<file path="src/rtl/cpu_fetch_ctrl.sv">
// cpu_fetch_ctrl: fetch PC sequencer, one outstanding imem request,
// 2-entry instruction buffer toward decode with redirect squash.
module cpu_fetch_ctrl #(
  parameter int unsigned     XLEN         = 32,
  parameter logic [XLEN-1:0] RESET_VECTOR = '0
) (
  input  logic            clk,
  input  logic            rst_n,
  output logic            imem_req_valid,
  input  logic            imem_req_ready,
  output logic [XLEN-1:0] imem_addr,
  input  logic            imem_resp_valid,
  input  logic [31:0]     imem_resp_data,
  input  logic            imem_resp_err,
  output logic            instr_valid,
  input  logic            instr_ready,
  output logic [31:0]     instr,
  output logic [XLEN-1:0] instr_pc,
  output logic [1:0]      instr_fault,
  input  logic            redirect_valid,
  input  logic [XLEN-1:0] redirect_pc
);

  typedef enum logic [1:0] {
    ST_REQ,
    ST_WAIT,
    ST_DISCARD,
    ST_HALT
  } state_t;

  typedef struct packed {
    logic [31:0]     word;
    logic [XLEN-1:0] pc;
    logic [1:0]      fault;
  } entry_t;

  state_t          state;
  logic [XLEN-1:0] fetch_pc;
  logic            halt_pend;
  logic [1:0]      count;
  entry_t          e0;
  entry_t          e1;
  entry_t          push_e;
  entry_t          mis_e;

  logic req_fire;
  logic pop;
  logic push;
  logic mis;
  logic busy;

  // Slot reservation: only request while a free entry remains.
  assign imem_req_valid = rst_n && (state == ST_REQ)
                        && (count < 2'd2);
  assign imem_addr   = fetch_pc;
  assign req_fire    = imem_req_valid && imem_req_ready;
  assign instr_valid = count != 2'd0;
  assign pop         = instr_valid && instr_ready;
  assign push        = (state == ST_WAIT) && imem_resp_valid
                     && !redirect_valid;
  assign mis         = redirect_pc[1:0] != 2'b00;
  assign busy        = req_fire
                     || (((state == ST_WAIT)
                     || (state == ST_DISCARD))
                     && !imem_resp_valid);

  assign instr       = e0.word;
  assign instr_pc    = e0.pc;
  assign instr_fault = e0.fault;

  always_comb begin
    push_e       = '0;
    push_e.word  = imem_resp_err ? 32'd0 : imem_resp_data;
    push_e.pc    = fetch_pc - XLEN'(4);
    push_e.fault = imem_resp_err ? 2'b01 : 2'b00;
    mis_e        = '0;
    mis_e.pc     = redirect_pc;
    mis_e.fault  = 2'b10;
  end

  always_ff @(posedge clk) begin
    if (!rst_n) begin
      state     <= ST_REQ;
      fetch_pc  <= RESET_VECTOR;
      halt_pend <= 1'b0;
      count     <= 2'd0;
      e0        <= '0;
      e1        <= '0;
    end else if (redirect_valid) begin
      fetch_pc  <= redirect_pc;
      halt_pend <= mis;
      if (busy) begin
        state <= ST_DISCARD;
      end else if (mis) begin
        state <= ST_HALT;
      end else begin
        state <= ST_REQ;
      end
      // Misaligned target becomes a single fault entry.
      if (mis) begin
        e0    <= mis_e;
        count <= 2'd1;
      end else begin
        count <= 2'd0;
      end
    end else begin
      unique case (state)
        ST_REQ: begin
          if (req_fire) begin
            fetch_pc <= fetch_pc + XLEN'(4);
            state    <= ST_WAIT;
          end
        end
        ST_WAIT: begin
          if (imem_resp_valid) begin
            state <= imem_resp_err ? ST_HALT : ST_REQ;
          end
        end
        ST_DISCARD: begin
          if (imem_resp_valid) begin
            state <= halt_pend ? ST_HALT : ST_REQ;
          end
        end
        ST_HALT: begin
          state <= ST_HALT;
        end
      endcase
      unique case ({push, pop})
        2'b10: begin
          if (count == 2'd0) begin
            e0 <= push_e;
          end else begin
            e1 <= push_e;
          end
          count <= count + 2'd1;
        end
        2'b01: begin
          e0    <= e1;
          count <= count - 2'd1;
        end
        2'b11: begin
          if (count == 2'd1) begin
            e0 <= push_e;
          end else begin
            e0 <= e1;
            e1 <= push_e;
          end
        end
        default: begin
          count <= count;
        end
      endcase
    end
  end

  a_no_overflow: assert property (
    @(posedge clk) disable iff (!rst_n)
    !(push && !pop && (count == 2'd2))
  );

endmodule

</file>
<file path="config.mk">
export PLATFORM = sky130hd
export DESIGN_NAME = cpu_fetch_ctrl
export DESIGN_NICKNAME = d
export VERILOG_FILES = /design/src/rtl/cpu_fetch_ctrl.sv
export SDC_FILE = /design/constraint.sdc
export NUM_CORES = 1
export LEC_CHECK = 0
export CAP_MARGIN = 40
export CORE_MARGIN = 2
export CORE_UTILIZATION = 35
export DETAILED_ROUTE_END_ITERATION = 8
export SYNTH_ARGS = -nofsm -noshare
export SYNTH_HDL_FRONTEND = slang
export SYNTH_SLANG_ARGS = --single-unit
export TNS_END_PERCENT = 5
</file>
<file path="constraint.sdc">
create_clock -name clk -period 6.6 [get_ports clk]
set_input_delay 1.32 -clock clk [delete_from_list [all_inputs] [get_ports clk]]
set_output_delay 1.32 -clock clk [all_outputs]
set_load 0.01 [all_outputs]
</file>
==> results of run 1 <==
[power groups by stage]
stage	combinational (mW)	clock (mW)	sequential (mW)
floorplan	0.251	0	1.11
global placement	0.419	0	1.13
detailed placement	0.432	0	1.13
CTS	0.434	1.12	1.11
global route	0.475	1.16	1.11
finish	0.435	1.10	1.11
[per-layer routing]
layer  GRT usage, %  vias up  routed length [um]
li1               -     4140                   -
met1           30.3     4051               13000
met2           35.5      326               13100
met3           5.27       31                2190
met4           6.55        2                 428
met5              0        -                  13
[cell families after synthesis]
kind of cell	after synthesis
buffers and inverters	130
flip-flops	168
multiplexers	2
AO/OA/AOI/OAI	326
adder cells (fa/ha/maj)	11
AND/OR/NAND/NOR	421
XOR/XNOR	37
[per-stage QoR]
stage | total power, mW | util (%)
2_1_floorplan | 1.36 | -
3_3_place_gp | 1.55 | 42.8
3_5_place_dp | 1.56 | 43.4
4_1_cts | 2.66 | 46.0
5_1_grt | 2.75 | 46.0
6_report | 2.64 | 46.0
[state kept, by name, indices dropped and copies added (netlist names)]
register and flops:
instr_pc 32, instr 32, count 2, instr_fault 2, e1 65, halt_pend 1
state 2, imem_addr 32
[worst register-to-register path, cell delays in order (launching register included)]
cell      delay (ns)
dfxtp_1         0.42
inv_1           0.16
ha_1            0.22
or4b_1          0.63
or4_1           0.78
or3_1           0.44
a21o_1          0.19
a221oi_1        0.24
[cell type report]
type / count / area, sq um
inverters: 18 / 68.8
clock inverters: 15 / 213
well taps: 324 / 405
multi-input cells: 797 / 4650
clock buffers: 17 / 425
repair buffers: 193 / 1960
flip-flops and latches: 168 / 3360
fillers: 2399 / 13000
[path summary, 6_finish.rpt]
path	to	slack, ns	depth (start not counted)
hold reg to reg	e1[37]$_SDFFE_PN0P_	0.46	2
hold / removal	e1[37]$_SDFFE_PN0P_	0.46	2
setup / recovery	imem_req_valid	2.26	5
setup reg to reg	instr_pc[26]$_SDFFE_PN0P_	3.43	7
[layout by cell type (no fill, tap or decap), types with 5 or more instances in the layout]
cell             count
nand3_1             60
o21ai_0             54
a221oi_1             5
o31a_1               7
nand4_1             12
nor3_1              26
nor2b_1             36
a222oi_1            11
a21oi_1            122
o31ai_1              6
nor4_1              16
buf_4               17
or3_1               18
or4_1               11
nand2_1            171
o22ai_1              6
dfxtp_1            168
a22o_1              37
and2_1               7
clkbuf_16           17
inv_1               17
a31oi_1              7
xnor2_1             31
inv_6                6
xor2_1               6
a22oi_1             16
a311oi_1             5
ha_1                11
a211oi_1            17
and3_1               7
clkdlybuf4s50_1    169
nor2_1              43
==> flow_summary_export.csv, run 1 <==
group,metric,value,unit
sta,final_max_slew_viol_count,0,
cts,root_buffer,"clkbuf_16",
placement,io_buffers,170,
yosys,synth_edf_count,0,
sta,max_freq,230,MHz
sta,final.setup.worst_slack,2.26,ns
pwr,p_per_area,238,mW/mm^2
global_route,grt.total_usage,22.4,%
yosys,async_flop_share,0,%
sta,rsz0062_at_grt,"no",
sta,hold_viol,0,
die,io-pin-count,171,
yosys,netlist_top_cells_area,"dfxtp_1 (39%), nand2_1 (7.5%), a21oi_1 (7.2%), clkbuf_1 (4.1%), a22o_1 (3.8%)",
cts,cts_hold_buf,0,
setup_path,cp_cell_sequence,"buf_2 > buf_4 > clkinv_2 > nor3_1 > clkdlybuf4s50_1",
routing,ant_nets,0,
yosys,synth_seq_cells,168,
yosys,synth_top_family_by_area,"compound AO/OA/AOI/OAI gates",
global_route,antenna_found_initial,1,
yosys,yosysTopAreaCellShare,39.5,%
pwr,share_seq_of_total_power,41.9,%
setup_path,crit_fanout,61,
cts,clk_latency,0.44,ns
routing,avgViaCountPerCell,5.58,
final_layout,layout.cells.non_filler,1532,
sta,skew,0.0119,ns
setup_path,critPathSlowestCell,"clkdlybuf4s50_1",
final_layout,diodes,0,
sta,whs,0.456,ns
sta,fin_crit_sh,65.8,%
yosys,synth_largest_area_cell,"dfxtp_1",
placement,dp.cells,1500,
outcome,outcome,"completed",
placement,place_area,0.0105,sq mm
pwr,p_leak,3.76,nW
final_layout,area_delta_synth_final,30.2,%
yosys,synth_flop_cell,"dfxtp_1",
cts,clk_pin_slew,0.07,ns
yosys,netlist_instances,1095,
yosys,yosys_warnings,0,
setup_path,required,5.28,ns
yosys,synth_nets,1177,
pwr,pwr-share-comb,16.4,%
final_layout,nNetsFinal,1277,
yosys,synth_cell_types,58,
setup_path,crit_path_end_kind,"output port",
setup_path,critPathArrivalTime,3.02,ns
yosys,synth_compound_area_share,24.9,%
routing,drt_iter0_drc,739,
sta,max_slew_margin,51.7,%
yosys,syn_avg_cell_area,7.78,sq um
cts,cts_tree,"done",
die,dieHeight,160,um
yosys,synth_fa_ha_area_share,1.62,%
setup_path,cp_top_family,"buffers and inverters",
pwr,max-vdd-ir-drop,159,uV
cts,cts_num_sinks,168,
routing,wl_per_cell,18.7,um
cts,cts_htree_levels,4,
routing,vias,8550,
routing,drt_wl_total,28700,um
cts,cts_setup_buffers,0,
final_layout,drive_above_1_share,5.63,%
cts,clockBufferDepth,2,
setup_path,cpPeakStageDelay,0.62,ns
sta,setup_violations,0,
yosys,synth_xor_area_share,3.80,%
yosys,muxShareOfSynthArea,0.235,%
global_route,grt_max_degree,80,
worst_hold_path,hold_class,"reg2reg",
cts,cts_made_buffers,17,
cts,postCtsResizedCells,0,
sta,min_period,4.34,ns
global_route,grt_pass1_wl,45700,um
final_layout,final_area,0.0111,sq mm
pwr,p_int,1.90,mW
placement,dpl.hpwl,18700,um
setup_path,cp_num_buf_inv,4,
yosys,synth_common_cells,"nand2_1 (171), dfxtp_1 (168), a21oi_1 (122)",
setup_path,path_class,"in2out",
yosys,yosys.area_share.simple,23.8,%
die,coreArea,0.0241,sq mm
pwr,switching_power,746,uW
setup_path,startpoint_type,"primary input",
pwr,clockPowerShare,41.7,%
sta,finalSetupTns,0,ns
setup_path,crit_start,"rst_n",
routing,drc,0,
sta,worst_pin_slew,0.725,ns
die,dieArea,0.0256,sq mm
placement,pre_cts_slack,2.15,ns
flow_run,cap_violations,0,
pwr,switching_share,28.2,%
global_route,overflow,0,
setup_path,worstReg2RegStart,"imem_addr[2]$_SDFFE_PN0P_",
worst_hold_path,min-delay-start,"e1[37]$_SDFFE_PN0P_",
placement,gp_congestion,0.830,
die,rows,57,
yosys,synth_area,0.00852,sq mm
die,die_w,160,um
routing,dr.pass1.iters,6,
global_route,grt_pass1_vias,8174,
die,start_util,35.3,%
yosys,ys_seq_area_share,39.5,%
yosys,synth.most_common_cell,"nand2_1",
Power figures use the tool's default switching activity.
==> inputs of run 2 (changes only) <==
clock period = 4.5 ns   (was 6.6 ns; I/O delays follow)
==> run 2 against run 1 <==
Compared with the run above:
- cell area decreased by 1.3%
- via count down 0.37%
- power rose by 41%
- critical path depth rose by 4
- sequential cell count stayed put
- clock power up 34%
- combinational power grew 44%
- critical endpoint is now instr_pc[23]$_SDFFE_PN0P_
- largest power group unchanged
==> flow_summary_export.csv, run 2 (synthesis results as in run 1) <==
group,metric,value,unit
die,dieHeight,160,um
setup_path,crit_cells,9,
setup_path,crit_fanout,28,
routing,avgViaCountPerCell,5.56,
pwr,share_seq_of_total_power,43.6,%
final_layout,final_area,0.0110,sq mm
setup_path,cp_cell_sequence,"clkdlybuf4s50_1 > nand2b_1 > inv_1 > ha_1 > nor2b_1 > o21a_2 > and2_1 > a222oi_1 > o22ai_1",
die,coreArea,0.0241,sq mm
setup_path,worstRegToRegCells,10,
placement,pre_cts_slack,0.920,ns
placement,gp_congestion,0.820,
setup_path,critPathArrivalTime,3.55,ns
final_layout,top_register,"e1",
setup_path,critPathSlowestCell,"o21a_2",
global_route,grt.total_usage,21.6,%
sta,hold_viol,0,
setup_path,crit_start,"instr_ready",
cts,postCtsResizedCells,0,
sta,skew,0.0154,ns
die,die_w,160,um
routing,vias,8518,
worst_hold_path,hold_class,"reg2reg",
cts,cts_hold_buf,0,
final_layout,diodes,0,
routing,drt_wl_total,28400,um
pwr,p_leak,3.70,nW
final_layout,mostFrequentLayoutCells,"nand2_1 (171), clkdlybuf4s50_1 (169), dfxtp_1 (168)",
routing,wl_per_cell,18.5,um
flow_run,cap_violations,0,
outcome,outcome,"completed",
pwr,pwr-share-comb,16.9,%
cts,root_buffer,"clkbuf_16",
setup_path,critPathCapture,"instr_pc[23]$_SDFFE_PN0P_",
global_route,grt_pass1_vias,8105,
global_route,grt_max_degree,74,
die,start_util,35.3,%
global_route,overflow,0,
final_layout,nFillCells,2485,
placement,place_area,0.0104,sq mm
pwr,p_int,2.62,mW
pwr,clockPowerShare,39.6,%
sta,rsz0062_at_grt,"no",
cts,clockBufferDepth,2,
global_route,grt_pass1_wl,44400,um
pwr,switching_power,1.11,mW
routing,dr.pass1.iters,5,
pwr,p_per_area,340,mW/mm^2
setup_path,crit_path_end_kind,"flop",
cts,cts_setup_buffers,0,
final_layout,area_delta_synth_final,28.6,%
pwr,max-vdd-ir-drop,196,uV
final_layout,layout_commonest_cell,"nand2_1",
setup_path,required,4.86,ns
cts,clk_pin_slew,0.07,ns
setup_path,cp_num_buf_inv,2,
setup_path,path_class,"in2reg",
sta,max_slew_margin,45.6,%
setup_path,startpoint_type,"primary input",
placement,io_buffers,170,
sta,setup_violations,0,
die,rows,57,
sta,fin_crit_sh,71.0,%
sta,final.setup.worst_slack,1.30,ns
setup_path,worstReg2RegStart,"count[1]$_SDFFE_PN0P_",
sta,finalSetupTns,0,ns
setup_path,r2r_slack,1.37,ns
die,io-pin-count,171,
routing,drt_iter0_drc,805,
routing,ant_nets,0,
final_layout,largest_reg_flops,65,
final_layout,drive_above_1_share,5.71,%
sta,min_period,3.20,ns
sta,worst_pin_slew,0.816,ns
pwr,switching_share,29.7,%
cts,cts_htree_levels,4,
routing,drc,0,
cts,cts_num_sinks,168,
cts,cts_made_buffers,17,
setup_path,cpPeakStageDelay,0.62,ns
setup_path,cp_top_family,"compound AO/OA/AOI/OAI gates",
cts,cts_tree,"done",
cts,clk_latency,0.44,ns
setup_path,regToRegEndpoint,"instr_pc[23]$_SDFFE_PN0P_",
sta,max_freq,313,MHz
placement,dpl.hpwl,18600,um
final_layout,nNetsFinal,1278,
global_route,antenna_found_initial,0,
sta,final_max_slew_viol_count,0,
die,dieArea,0.0256,sq mm
run 2: worst min-delay path, cell delays in order, from the launching register on:
cell and delay [ns]:
dfxtp_1 0.31, nand2_1 0.05, a21oi_1 0.05
run 2: layout make-up:
type                       count  area, sq um  area share (%)
multi-input combinational    797         4650            42.5
sequential                   168         3360            30.7
tap                          324          405            3.70
clock buffer                  17          425            3.88
inverter                      18         68.8           0.628
clock inverter                15          161            1.47
timing repair buffer         194         1880            17.1
run 2: metal layers:
| metal | vias to the layer above | share of wire (%) | GRT usage (%) |
|---|---|---|---|
| met5 | - | 0 | 0 |
| met4 | 0 | 2.1 | 6.72 |
| met3 | 42 | 7.3 | 5.22 |
| met2 | 337 | 46 | 34.8 |
| met1 | 4002 | 45 | 28.7 |
| li1 | 4137 | - | - |
run 2: worst min-delay path by stage:
stage	to	startpoint	slack, ns	cells after the start
global placement	e1[39]$_SDFFE_PN0P_	e1[39]$_SDFFE_PN0P_	0.44	2
detailed placement	e1[48]$_SDFFE_PN0P_	e1[48]$_SDFFE_PN0P_	0.45	2
global route	e1[48]$_SDFFE_PN0P_	e1[48]$_SDFFE_PN0P_	0.47	2
CTS	e1[48]$_SDFFE_PN0P_	e1[48]$_SDFFE_PN0P_	0.46	2
floorplan	e1[0]$_SDFFE_PN0P_	e1[0]$_SDFFE_PN0P_	0.44	2
finish	e1[2]$_SDFFE_PN0P_	e1[2]$_SDFFE_PN0P_	0.46	2
run 2: power by group through the flow:
stage | combinational, mW | clock (mW) | sequential, mW
global route | 0.682 | 1.56 | 1.63
floorplan | 0.369 | 0 | 1.63
CTS | 0.626 | 1.50 | 1.62
global placement | 0.621 | 0 | 1.65
finish | 0.628 | 1.47 | 1.62
detailed placement | 0.623 | 0 | 1.65
run 2: through the flow:
| stage | cells | util, % | hold slack [ns] | total power, mW |
|---|---|---|---|---|
| CTS | 1533 | 45.4 | 0.457 | 3.75 |
| global route | 1533 | 45.4 | 0.473 | 3.87 |
| finish | 1533 | 45.4 | 0.455 | 3.72 |
| floorplan | 1095 | - | 0.436 | 2.00 |
| global placement | 1501 | 43.0 | 0.442 | 2.28 |
| detailed placement | 1501 | 43.0 | 0.447 | 2.28 |
==> inputs of run 3 (changes only) <==
clock period = 2.9 ns   (was 4.5 ns; I/O delays follow)
==> run 3 against run 2 <==
Compared with the run above:
- global-route usage grew 0.69 points
- sequential power grew 54%
- wire length grew 2.5%
- sequential cell count is the same
- setup slack lost 1.1 ns
- critical endpoint is now instr_pc[26]$_SDFFE_PN0P_
==> flow_summary_export.csv, run 3 (synthesis results as in run 1) <==
group,metric,value,unit
setup_path,startpoint_type,"flop",
final_layout,drive_above_1_share,9.02,%
cts,clockBufferDepth,2,
sta,worst_pin_slew,0.828,ns
global_route,grt_pass1_wl,45700,um
setup_path,critPathArrivalTime,3.07,ns
die,start_util,35.3,%
worst_hold_path,hold_class,"reg2reg",
setup_path,worstRegToRegCells,7,
final_layout,final_core_util,47.4,%
final_layout,top_register,"e1",
final_layout,layout.cells.non_filler,1577,
placement,dpl.hpwl,19700,um
routing,drt_wl_total,29100,um
sta,skew,0.0110,ns
sta,rsz0062_at_grt,"no",
cts,cts_tree,"done",
die,rows,57,
setup_path,r2r_slack,0.17,ns
final_layout,area_delta_synth_final,34.1,%
setup_path,worstReg2RegStart,"imem_addr[2]$_SDFFE_PN0P_",
die,die_w,160,um
flow_run,cap_violations,0,
routing,vias,8766,
sta,whs,0.459,ns
routing,drc,0,
setup_path,cpPeakStageDelay,0.66,ns
routing,avgViaCountPerCell,5.56,
final_layout,layout_commonest_cell,"nand2_1",
die,io-pin-count,171,
sta,final_max_slew_viol_count,0,
global_route,grt_pass1_vias,8300,
final_layout,mostFrequentLayoutCells,"nand2_1 (171), clkdlybuf4s50_1 (169), dfxtp_1 (168)",
cts,cts_hold_buf,0,
cts,clk_pin_slew,0.07,ns
cts,root_buffer,"clkbuf_16",
pwr,max-vdd-ir-drop,292,uV
setup_path,regToRegEndpoint,"instr_pc[26]$_SDFFE_PN0P_",
global_route,overflow,0,
placement,dp.cells,1545,
final_layout,largest_reg_flops,65,
die,dieHeight,160,um
cts,cts_setup_buffers,0,
setup_path,critPathSlowestCell,"or4_1",
global_route,grt.total_usage,22.3,%
die,dieArea,0.0256,sq mm
routing,ant_nets,0,
sta,min_period,2.73,ns
final_layout,diodes,0,
setup_path,required,3.24,ns
worst_hold_path,holdPathStages,2,
sta,finalSetupTns,0,ns
sta,max_freq,366,MHz
worst_hold_path,min_to,"e1[41]$_SDFFE_PN0P_",
placement,io_buffers,170,
pwr,p_leak,3.97,nW
pwr,p_per_area,528,mW/mm^2
routing,drt_iter0_drc,797,
global_route,antenna_found_initial,0,
sta,hold_viol,0,
sta,max_slew_margin,44.8,%
worst_hold_path,min-delay-start,"e1[41]$_SDFFE_PN0P_",
setup_path,cp_top_family,"simple AND/OR/NAND/NOR gates",
die,coreArea,0.0241,sq mm
sta,setup_violations,0,
routing,wl_per_cell,18.4,um
cts,cts_num_sinks,168,
sta,fin_crit_sh,94.2,%
cts,cts_htree_levels,4,
cts,cts_made_buffers,17,
cts,postCtsResizedCells,0,
final_layout,nFillCells,2393,
pwr,p_total,6.03,mW
placement,gp_congestion,0.836,
cts,clk_latency,0.43,ns
final_layout,nNetsFinal,1322,
setup_path,cp_num_buf_inv,1,
outcome,outcome,"completed",
global_route,grt_max_degree,73,
setup_path,cp_cell_sequence,"inv_1 > ha_1 > or4b_1 > or4_1 > or3_1 > a21o_1 > a221oi_1",
setup_path,path_class,"reg2reg",
setup_path,crit_fanout,5,
setup_path,crit_path_end_kind,"flop",
routing,dr.pass1.iters,8,
==> run 3: changes by cell type in the layout (fill, tap and decap cells not counted) <==
cell,before,now
clkinv_2,2,1
buf_4,24,60
clkinv_8,1,0
buf_12,0,8
inv_6,4,7
bufinv_16,1,3
clkinv_4,3,1
clkinvlp_4,2,1
==> run 3: how the worst max path moves through the flow <==
stage	start	end	slack (ns)	cells after the start
after floorplan	redirect_valid	instr_pc[13]$_SDFFE_PN0P_	0.03	14
after global placement	redirect_valid	instr_pc[28]$_SDFFE_PN0P_	0.04	11
after detailed placement	redirect_valid	instr_pc[28]$_SDFFE_PN0P_	-0.007	11
after CTS	state[0]$_SDFFE_PN0P_	imem_req_valid	0.15	5
after global routing	imem_addr[2]$_SDFFE_PN0P_	instr_pc[26]$_SDFFE_PN0P_	0.01	7
final	imem_addr[2]$_SDFFE_PN0P_	instr_pc[26]$_SDFFE_PN0P_	0.17	7
==> run 3: tightest hold or removal path: stages, from the launching register on <==
cell and delay (ns):
dfxtp_1 0.31, nand2_1 0.05, a21oi_1 0.05
==> run 3: area by class of cell <==
type | instances | area (sq um) | share of cell area, %
sequential | 168 | 3360 | 29.4
inverter | 18 | 68.8 | 0.602
timing repair buffer | 238 | 2310 | 20.2
multi-input combinational | 797 | 4650 | 40.7
clock buffer | 17 | 425 | 3.72
clock inverter | 15 | 201 | 1.76
tap | 324 | 405 | 3.55
==> run 3: routing by layer <==
layer | up-vias | GRT usage (%) | wire length [um]
met4 | 0 | 6.72 | 550
li1 | 4235 | - | -
met3 | 45 | 5.12 | 2090
met1 | 4160 | 30.3 | 13000
met5 | - | 0 | 0
met2 | 326 | 35.3 | 13400
==> run 3: through the flow <==
| stage | setup slack [ns] | instance area [sq um] |
|---|---|---|
| after detailed placement | -0.00713 | 10800 |
| after floorplan | 0.0262 | 8530 |
| after CTS | 0.149 | 11400 |
| after global placement | 0.0388 | 10800 |
| after global routing | 0.0138 | 11400 |
| final | 0.168 | 11400 |
==> run 3: where the power goes <==
part	internal [mW]	switching (mW)	total, mW
logic	0.507	0.575	1.08
registers	2.40	0.0899	2.49
clock network	1.40	1.07	2.47
